**src/rtl/dm_arbiter.sv**
```systemverilog
// Two-port (CPU C / debug-DMA D) data-memory arbiter with a registered command and a one-cycle ack.
// Optional misalignment trapping: define DM_ARB_ALIGN_CHECK_EN.
module dm_arbiter #(
  parameter int ADDR_W   = 12,
  parameter int MAX_WAIT = 4
)(
  input  logic              Clk,
  input  logic              Reset_n,
  input  logic              C_Req,
  input  logic              C_WE,
  input  logic [1:0]        C_MemDst,
  input  logic [31:0]       C_Addr,
  input  logic [31:0]       C_WD,
  input  logic [31:0]       C_Pc,
  output logic              C_Ack,
  output logic [31:0]       C_RD,
  output logic              C_Err,
  output logic              C_Stall,
  input  logic              D_Req,
  input  logic              D_WE,
  input  logic [1:0]        D_MemDst,
  input  logic [31:0]       D_Addr,
  input  logic [31:0]       D_WD,
  output logic              D_Ack,
  output logic [31:0]       D_RD,
  output logic              D_Err,
  output logic              DM_WE,
  output logic [1:0]        DM_MemDst,
  output logic [ADDR_W-1:0] DM_A,
  output logic [31:0]       DM_WD,
  output logic [31:0]       DM_Pc,
  output logic [31:0]       DM_Addr,
  input  logic [31:0]       DM_RD
);

  typedef enum logic {IDLE = 1'b0, ISSUE = 1'b1} state_t;

  typedef struct packed {
    logic        owner;
    logic        we;
    logic [1:0]  dst;
    logic [31:0] addr;
    logic [31:0] wd;
    logic [31:0] pc;
    logic        err;
  } cmd_t;

  localparam logic OWN_C = 1'b0;
  localparam logic OWN_D = 1'b1;

  state_t     state;
  cmd_t       cmd, nxt;
  logic [2:0] wait_cnt;
  logic       issue, c_elig, d_elig, d_pri, pick_d, latch, own_c, own_d;

  assign issue  = (state == ISSUE);
  // The current owner's request is its own held request; it is not re-arbitrated in its ack cycle.
  assign c_elig = C_Req & ~(issue & (cmd.owner == OWN_C));
  assign d_elig = D_Req & ~(issue & (cmd.owner == OWN_D));
  assign d_pri  = (int'(wait_cnt) >= MAX_WAIT);
  assign pick_d = d_elig & (~c_elig | d_pri);
  assign latch  = c_elig | d_elig;

  always_comb begin
    nxt       = '0;
    nxt.owner = pick_d;
    if (pick_d) begin
      nxt.we   = D_WE;
      nxt.dst  = D_MemDst;
      nxt.addr = D_Addr;
      nxt.wd   = D_WD;
    end else begin
      nxt.we   = C_WE;
      nxt.dst  = C_MemDst;
      nxt.addr = C_Addr;
      nxt.wd   = C_WD;
      nxt.pc   = C_Pc;
    end
`ifdef DM_ARB_ALIGN_CHECK_EN
    nxt.err = ((nxt.dst == 2'b00) && (nxt.addr[1:0] != 2'b00)) ||
              ((nxt.dst == 2'b01) && nxt.addr[0]) ||
              (nxt.dst == 2'b11);
`endif
  end

  always_ff @(posedge Clk or negedge Reset_n) begin
    if (!Reset_n) begin
      state    <= IDLE;
      cmd      <= '0;
      wait_cnt <= '0;
    end else begin
      if (latch) begin
        cmd   <= nxt;
        state <= ISSUE;
      end else begin
        state <= IDLE;
      end
      if (d_elig && !(latch && pick_d))
        wait_cnt <= (wait_cnt == 3'd7) ? wait_cnt : wait_cnt + 3'd1;
      else
        wait_cnt <= '0;
    end
  end

  assign own_c = issue & (cmd.owner == OWN_C);
  assign own_d = issue & (cmd.owner == OWN_D);

  // Memory drive is gated by state so an async reset mid-ISSUE kills the write at once.
  assign DM_WE     = issue & cmd.we & ~cmd.err;
  assign DM_MemDst = issue ? cmd.dst : 2'b00;
  assign DM_A      = issue ? cmd.addr[ADDR_W-1:0] : '0;
  assign DM_WD     = issue ? cmd.wd : '0;
  assign DM_Addr   = issue ? cmd.addr : '0;
  assign DM_Pc     = own_c ? cmd.pc : '0;

  assign C_Ack   = own_c;
  assign D_Ack   = own_d;
  assign C_RD    = (own_c & ~cmd.err) ? DM_RD : '0;
  assign D_RD    = (own_d & ~cmd.err) ? DM_RD : '0;
  assign C_Stall = Reset_n & C_Req & ~C_Ack;

`ifdef DM_ARB_ALIGN_CHECK_EN
  assign C_Err = own_c & cmd.err;
  assign D_Err = own_d & cmd.err;
`else
  assign C_Err = 1'b0;
  assign D_Err = 1'b0;
`endif

endmodule

```
**config.mk**
```make
export PLATFORM = sky130hd
export DESIGN_NAME = dm_arbiter
export DESIGN_NICKNAME = d
export VERILOG_FILES = /design/src/rtl/dm_arbiter.sv
export SDC_FILE = /design/constraint.sdc
export NUM_CORES = 1
export LEC_CHECK = 0
export CAP_MARGIN = 10
export CORE_AREA = 3 3 149 151
export CTS_BUF_LIST = sky130_fd_sc_hd__clkbuf_16
export DETAILED_ROUTE_END_ITERATION = 8
export DIE_AREA = 0 0 152 154
export GPL_TIMING_DRIVEN = 0
export PLACE_DENSITY = 0.77
export SLEW_MARGIN = 25
export SYNTH_ARGS = -nofsm -noshare
export SYNTH_HDL_FRONTEND = slang
export SYNTH_SLANG_ARGS = --single-unit
```
**constraint.sdc**
```tcl
create_clock -name Clk -period 1.41 [get_ports Clk]
set_input_delay 0.141 -clock Clk [delete_from_list [all_inputs] [get_ports Clk]]
set_output_delay 0.141 -clock Clk [all_outputs]
set_load 0.005 [all_outputs]
```
==> flow_summary.yaml, run 1 <==
setup_path:
  rrSetupSlack_ns: -0.50
  cp.required_ns: 1.27
  cp-start-kind: "flip-flop"
  crit_start: "issue"
  r2r_end: "cmd[51]"
  cp-end-kind: "primary output"
  critPathKind: "flip-flop to primary output"
  critical_path.max_fanout: 8
  ff2ff_path_depth: 10
  arrival_ns: 1.78
  r2r-start: "cmd[100]"
die:
  initial_core_util: 0.284
  die_w_um: 152
  ios: 382
  placementRows: 53
  core-area_um2: 21000
  die_area_um2: 23400
  die_y_um: 154
global_route:
  grt_pass1_wl_um: 37800
  grtUsageTotal: 0.206
  globalRouteOverflowTotal: 0
  first_global_vias: 6319
  antenna_found_initial: 1
  grt_start_max_net_pins: 60
synth:
  yosys.area_share.simple: 0.290
  ys_ff_latch: 104
  synth_cell_types: 25
  ys_seq_area_frac: 0.437
  synth_warnings: 0
  syn_area_um2: 5950
  synthAdderAreaFrac: 0.00420
  synth_mux_area_frac: 0.116
  synth-xor-area-share: 0.00147
  synth_top_family_by_area: "simple AND/OR/NAND/NOR gates"
  synth_compound_area_frac: 0.0650
  netlist_instances: 654
  avgSynthCellArea_um2: 9.10
finish:
  final_util: 0.612
  area_growth_pct: 115
  layout-drive-gt1-share: 0.509
  n_fill_cell: 1681
  fin_nets: 1337
placed_design:
  port_buffers: 379
  pre_cts_ws_ns: -1.18
  routabilityCongestion: 0.885
  place_hpwl_um: 19500
clocking:
  cts_tree: "built"
  clk_pin_slew_ns: 0.08
  cts-buffers-inserted: 9
  clock_path_buffers: 2
  h-tree-depth: 3
  worstSkewPairLatency_ns: 0.35
  root_buffer: "clkbuf_16"
  clock_sinks: 104
routing:
  drt_iter0_markers: 326
  wire_per_inst_um: 20.6
  viasPerCell: 4.70
  ant_nets: 0
  route.met2.wl_um: 15300
  drc_errors: 0
  dr.pass1.iters: 4
  highest_layer: "met4"
  vias: 6652
  wl_met1_um: 11500
  wl_met3_um: 1520
  routed_wl_um: 29200
pwr:
  p_leak_nw: 6.42
  fin_total_pwr_w: 0.0156
  vdd_drop_max_mv: 0.869
  pwr_density_cell_nw_per_um2: 1220
worst_hold_path:
  hold_path.class: "primary input to async pin"
timing:
  fmax_mhz: 519
  min_period_over_period: 1.37
  clock_skew_ns: 0.0172
  fin_ws_ns: -0.516
  setup_viol: 282
  setup-tns-final_ns: -97.94
  final_max_slew_viol_count: 0
  hold_viol: 45
  rsz0062_at_grt: "yes"
  whs_ns: -0.267
  finalCriticalPeriod_ns: 1.93
outcome:
  violations: "negative hold slack, negative setup slack"
  status: "complete, but fails checks"
job:
  drv_cap: 0
[final cells by class]
| type | instances | area (um^2) | area share |
|---|---|---|---|
| clock inverters | 7 | 77.6 | 0.00605 |
| diodes | 1 | 2.50 | 0.000195 |
| multi-input cells | 480 | 3670 | 0.286 |
| flip-flops and latches | 104 | 2600 | 0.203 |
| repair buffers | 473 | 5000 | 0.390 |
| clock buffers | 9 | 225 | 0.0176 |
| well taps | 275 | 344 | 0.0268 |
| inverters | 3 | 18.8 | 0.00146 |
| plain buffers | 62 | 887 | 0.0692 |
[worst max path at each step]
| stage | end | slack (ns) | cells after the start |
|---|---|---|---|
| after global placement | cmd[10] | -4.02 | 1 |
| after floorplan | cmd[43] | -0.01 | 5 |
| after global routing | D_RD[1] | -0.57 | 5 |
| after CTS | DM_Addr[30] | -0.62 | 5 |
| final | D_RD[1] | -0.52 | 4 |
| after detailed placement | C_RD[2] | -1.18 | 5 |
[synthesized netlist by cell type (all sizes together)]
master,count,area share
a21o,1,0.0015
and2,131,0.14
and3,32,0.034
buf,44,0.068
clkbuf,24,0.015
clkinv,1,0.00084
conb,1,0.00063
dfrtp,104,0.44
ha,2,0.0042
inv,2,0.0013
mux2i,69,0.12
nand2,135,0.085
nand3,32,0.027
nor2,4,0.0025
nor2b,1,0.0011
nor3b,1,0.0013
o21ai,67,0.061
o311ai,1,0.0027
or4b,1,0.0017
xor2,1,0.0015
[where the power goes]
part	total (W)	switching (W)	internal, W
combinational	0.00866	0.00344	0.00522
sequential	0.00429	0.000567	0.00373
clock	0.00264	0.00124	0.00140
total	0.0156	0.00524	0.0103
[sequential cells by signal, indices dropped and copies added, names as in the netlist]
name	flops
cmd	100
wait_cnt	3
issue	1
[placed cells by master (no fill, tap or decap), drive strengths merged, types with 32 or more instances in the layout]
cell type / instances
nand3: 32
and2: 131
o21ai: 67
and3: 32
buf: 235
clkbuf: 92
clkdlybuf4s50: 201
nand2: 135
mux2i: 69
dfrtp: 104
[stage by stage]
step                instance area [um^2]  cells
floorplan                           5960    655
global placement                   10100   1309
detailed placement                 10100   1310
CTS                                10800   1349
global route                       12800   1414
finish                             12800   1414
[routing by layer]
layer	GRT usage	up-vias
li1	-	3098
met1	0.249	3209
met5	0	-
met2	0.372	288
met4	0.0681	0
met3	0.0366	57
[kinds of logic (layout without fill, tap and decap cells)]
group	Yosys count	in the layout
flops	104	104
compound gates	69	69
fa+ha+maj	2	2
buf+inv	71	554
simple gates	337	337
other cells	1	3
xor+xnor	1	1
mux	69	69
[worst max-delay path: stages, from the launching register on]
cell	delay (ns)
dfrtp_2	0.46
buf_12	0.17
buf_12	0.13
and3_1	0.16
clkdlybuf4s50_1	0.51
[timing repair]
| action | in CTS | in global routing |
|---|---|---|
| setup endpoints to repair | 282 | 282 |
| pin swaps | 43 | 76 |
| gates cloned | 4 | 28 |
| setup buffers | 19 | 48 |
| hold endpoints to repair | 45 | 45 |
| gates resized for setup | 457 | 648 |
(Power assumes the default switching activity.)
==> run 2: changes to the inputs <==
Settings changed: CAP_MARGIN 10 to 30, CORE_AREA 3 3 149 151 to default, CORE_ASPECT_RATIO from default to 0.7, CORE_MARGIN from default to 3, CORE_UTILIZATION from default to 25, DIE_AREA 0 0 152 154 to default, PLACE_DENSITY 0.77 to 0.71, REMOVE_ABC_BUFFERS from default to 1.
==> flow_summary.yaml, run 2 (same netlist as run 1, synthesis figures left out) <==
clocking:
  clk_pin_slew_ns: 0.08
  h-tree-depth: 3
  worstSkewPairLatency_ns: 0.35
  root_buffer: "clkbuf_16"
  cts-buffers-inserted: 9
  cts_tree: "built"
  clock_path_buffers: 2
  clock_sinks: 104
finish:
  largest-register: "cmd"
  final_cell_mix: "200 x clkdlybuf4s50_1, 147 x buf_6, 117 x nand2_1"
  final_common_cell: "clkdlybuf4s50_1"
  largest_reg_flops: 100
  final_util: 0.564
  layout-drive-gt1-share: 0.474
  fin_nets: 1316
  area_growth_pct: 118
timing:
  final_max_slew_viol_count: 0
  fmax_mhz: 498
  rsz0062_at_grt: "yes"
  setup_viol: 281
  clock_skew_ns: 0.0139
  hold_viol: 0
  fin_ws_ns: -0.598
  setup-tns-final_ns: -120.98
  min_period_over_period: 1.42
  finalCriticalPeriod_ns: 2.01
pwr:
  fin_total_pwr_w: 0.0163
  vdd_drop_max_mv: 0.806
  p_leak_nw: 6.26
  pwr_density_cell_nw_per_um2: 1260
setup_path:
  cp.required_ns: 1.64
  critical_path.max_stage_delay_ns: 0.51
  cp-end-kind: "flip-flop"
  crit_start: "issue"
  crit_slowest_cell: "dfrtp_4"
  arrival_ns: 2.24
  cp-start-kind: "flip-flop"
  path_common_cell: "buf_12"
  r2r-start: "issue"
  worstPathCellList: "buf_6 > o311ai_4 > buf_6 > buf_12 > buf_12 > buf_12 > buf_12 > mux2i_2 > o21ai_1"
  critical_path.max_fanout: 6
  critPathKind: "flip-flop to flip-flop"
routing:
  routed_wl_um: 31300
  drt_iter0_markers: 175
  viasPerCell: 4.64
  ant_nets: 0
  drc_errors: 0
  vias: 6631
  wire_per_inst_um: 21.9
  dr.pass1.iters: 4
die:
  die_area_um2: 25700
  core-area_um2: 23000
  placementRows: 46
  ios: 382
  initial_core_util: 0.259
  die_y_um: 135
  die_w_um: 190
outcome:
  status: "complete, but fails checks"
  violations: "negative setup slack"
global_route:
  grt_start_max_net_pins: 69
  globalRouteOverflowTotal: 0
  grtUsageTotal: 0.220
  first_global_vias: 6754
  antenna_found_initial: 3
  grt_pass1_wl_um: 42100
placed_design:
  routabilityCongestion: 0.834
  pre_cts_ws_ns: -2.10
  port_buffers: 379
  place_hpwl_um: 16900
worst_hold_path:
  hold_path.class: "primary input to async pin"
job:
  drv_cap: 0
[run 2: cell count changes in the layout (fill, tap and decap cells not counted), sizes merged, moves of 2 or more]
cell,before,now
dlymetal6s2s,9,2
clkbuf,92,54
dlygate4sd2,0,13
a21o,1,3
buf,235,232
inv,6,4
clkdlybuf4s15,7,13
bufinv,1,4
nor2b,1,3
[run 2: layout make-up]
cell class	instances	area [um^2]
sequential	104	2610
inverter	3	37.5
fill	1863	10000
timing repair buffer	507	5840
clock inverter	5	129
antenna	1	2.50
multi-input combinational	484	3670
clock buffer	9	225
timing repair inverter	3	80.1
tap	312	390
[run 2: power by group]
part	leakage, nW	switching, W	internal [W]
clock network	0.172	0.00124	0.00191
logic	4.81	0.00356	0.00540
registers	1.28	0.000478	0.00373
[run 2: what timing repair did]
action	4_1_cts	5_1_grt
endpoints found under the hold margin	36	0
hold buffers	2	0
setup buffers	62	28
gates resized for setup	670	410
pin swaps	62	41
cloned	28	11
setup endpoints to repair	282	282
[run 2: worst max-delay path: cells and delay by family (launching register included)]
family,cells,cell delay [ns]
compound gates,2,0.39
flops,1,0.51
mux,1,0.21
buf+inv,6,0.77
[run 2: final timing paths]
| path | endpoint | slack [ns] | depth (start not counted) |
|---|---|---|---|
| min in group Clk | cmd[28] | 0.32 | 3 |
| min reg2reg | cmd[24] | 0.47 | 2 |
| max reg2reg | cmd[73] | -0.60 | 9 |
| max | cmd[73] | -0.60 | 9 |
| min | cmd[93] | 0.32 | 3 |
| max in group asynchronous | cmd[6] | 0.69 | 3 |
[run 2: per-stage QoR]
stage               cell area (um^2)  hold WS (ns)  std cells
floorplan                       5460        -0.155        587
global placement                9640         0.442       1278
detailed placement              9890        0.0826       1292
CTS                            11700         0.300       1398
global route                   13000         0.334       1428
finish                         13000         0.323       1428
[run 2: layer usage]
layer | track usage | share of wire
met1 | 0.260 | 0.39
met2 | 0.377 | 0.49
met3 | 0.0646 | 0.082
met4 | 0.0888 | 0.036
met5 | 0 | 0.0011
==> run 3: changes to the inputs <==
Clock period 1.41 ns to 1.8 ns, I/O delays scaled along.
==> flow_summary.yaml, run 3 (same netlist as run 1, synthesis figures left out) <==
outcome:
  status: "complete, but fails checks"
  violations: "negative setup slack"
worst_hold_path:
  hold_path.class: "primary input to async pin"
finish:
  largest-register: "cmd"
  n_fill_cell: 1877
  n_antenna_cell: 0
  final_cell_mix: "199 x clkdlybuf4s50_1, 130 x buf_6, 118 x nand2_1"
  largest_reg_flops: 100
  layout-drive-gt1-share: 0.467
  fin_nets: 1327
  final_common_cell: "clkdlybuf4s50_1"
  design_area_um2: 12800
  final_util: 0.557
  area_growth_pct: 115
setup_path:
  cp-start-kind: "flip-flop"
  arrival_ns: 1.80
  crit_slowest_cell: "dfrtp_4"
  critical_path.max_fanout: 6
  critical_path.max_stage_delay_ns: 0.56
  worstPathCellList: "nor2b_4 > buf_12 > buf_12 > buf_16 > buf_6 > and2_4 > buf_6"
  cp.required_ns: 1.62
  cp-end-kind: "primary output"
  critPathKind: "flip-flop to primary output"
clocking:
  worstSkewPairLatency_ns: 0.35
  h-tree-depth: 3
  cts_tree: "built"
  clock_sinks: 104
  clock_path_buffers: 2
  clk_pin_slew_ns: 0.08
  root_buffer: "clkbuf_16"
  cts-buffers-inserted: 9
routing:
  vias: 6716
  drc_errors: 0
  ant_nets: 0
  routed_wl_um: 31400
  drt_iter0_markers: 232
  viasPerCell: 4.67
  dr.pass1.iters: 6
  wire_per_inst_um: 21.8
global_route:
  grt_pass1_wl_um: 39200
  grt_start_max_net_pins: 69
  globalRouteOverflowTotal: 0
  first_global_vias: 6475
  antenna_found_initial: 2
  grtUsageTotal: 0.203
placed_design:
  port_buffers: 379
  place_hpwl_um: 16900
  place_area_um2: 9890
  routabilityCongestion: 0.834
  pre_cts_ws_ns: -1.71
timing:
  finalCriticalPeriod_ns: 1.98
  relSlewSlack: 0.656
  setup_viol: 142
  hold_viol: 0
  rsz0062_at_grt: "yes"
  final_max_slew_viol_count: 0
  clock_skew_ns: 0.0116
  fmax_mhz: 506
  fin_ws_ns: -0.177
  min_period_over_period: 1.10
  tightest_slew_ns: 0.514
  setup-tns-final_ns: -9.44
pwr:
  internal_power_w: 0.00844
  swShare: 0.326
  p_clk_frac: 0.195
  combPwrFrac: 0.543
  pwr_density_cell_nw_per_um2: 978
  vdd_drop_max_mv: 0.613
  p_seq_frac: 0.262
  p_sw_w: 0.00409
  p_leak_nw: 6.24
job:
  drv_cap: 0
die:
  die_area_um2: 25700
  core-area_um2: 23000
  die_w_um: 190
  ios: 382
  placementRows: 46
  initial_core_util: 0.259
  die_y_um: 135
==> run 3: cell types whose count changed in the layout (fill, tap and decap cells not counted), moves of 8 or more <==
cell             change
and2_1              +21
and2_4              -21
buf_6               -17
dlygate4sd2_1        -8
clkdlybuf4s15_2     -11
buf_4               +16
buf_2               +34
==> run 3: stage by stage <==
| step | total power, W | std cells | hold WS [ns] |
|---|---|---|---|
| after detailed placement | 0.00741 | 1292 | 0.122 |
| after global routing | 0.0132 | 1438 | 0.325 |
| after CTS | 0.0111 | 1376 | 0.292 |
| after floorplan | 0.00492 | 587 | -0.116 |
| after global placement | 0.00741 | 1278 | 0.442 |
| final | 0.0125 | 1438 | 0.310 |
==> run 3: path summary, 6_finish.rpt <==
path | slack, ns | startpoint | depth (start not counted) | endpoint
min in group Clk | 0.39 | C_Pc[22] | 3 | cmd[23]
max reg2reg | -0.13 | issue | 7 | cmd[73]
max in group asynchronous | 0.77 | Reset_n | 3 | cmd[6]
min reg2reg | 0.48 | cmd[30] | 2 | cmd[30]
max | -0.18 | issue | 7 | C_RD[16]
min | 0.31 | Reset_n | 2 | cmd[40]
==> run 3: timing repair <==
action	in CTS	in global routing
cloned	21	19
gates resized for setup	640	423
buffers inserted	49	49
hold buffers	1	0
pin swaps	37	93
hold endpoints to repair	36	0
setup endpoints to repair	279	234
==> run 3: final cells by class <==
type / instances / area [um^2] / share of cell area
Clock inverter: 5 / 129 / 0.0101
Sequential cell: 104 / 2610 / 0.204
Timing Repair Buffer: 516 / 5620 / 0.439
Clock buffer: 9 / 225 / 0.0176
Timing Repair inverter: 4 / 92.6 / 0.00722
Inverter: 3 / 37.5 / 0.00293
Multi-Input combinational cell: 485 / 3710 / 0.289
Tap cell: 312 / 390 / 0.0305
==> run 3: power groups by stage <==
stage / Sequential [W] / Combinational, W / Clock [W]
after floorplan: 0.00321 / 0.00171 / 0
after global placement: 0.00334 / 0.00407 / 0
after detailed placement: 0.00331 / 0.00409 / 0
after CTS: 0.00323 / 0.00529 / 0.00254
after global routing: 0.00335 / 0.00718 / 0.00262
final: 0.00329 / 0.00680 / 0.00244
==> run 3: per-layer routing <==
| layer | share of wire | GRT usage | wire length (um) | vias up |
|---|---|---|---|---|
| met5 | 0.0011 | 0 | 34 | - |
| met4 | 0.036 | 0.0733 | 1140 | 4 |
| met3 | 0.080 | 0.0633 | 2520 | 65 |
| met2 | 0.49 | 0.348 | 15500 | 299 |
| met1 | 0.39 | 0.241 | 12200 | 3264 |
| li1 | - | - | - | 3084 |
==> run 3: worst max-delay path: cells and delay by family (launching register included) <==
family / cells / cell delay (ns)
buffers and inverters: 5 / 0.58
AND/OR/NAND/NOR: 2 / 0.30
flip-flops: 1 / 0.56
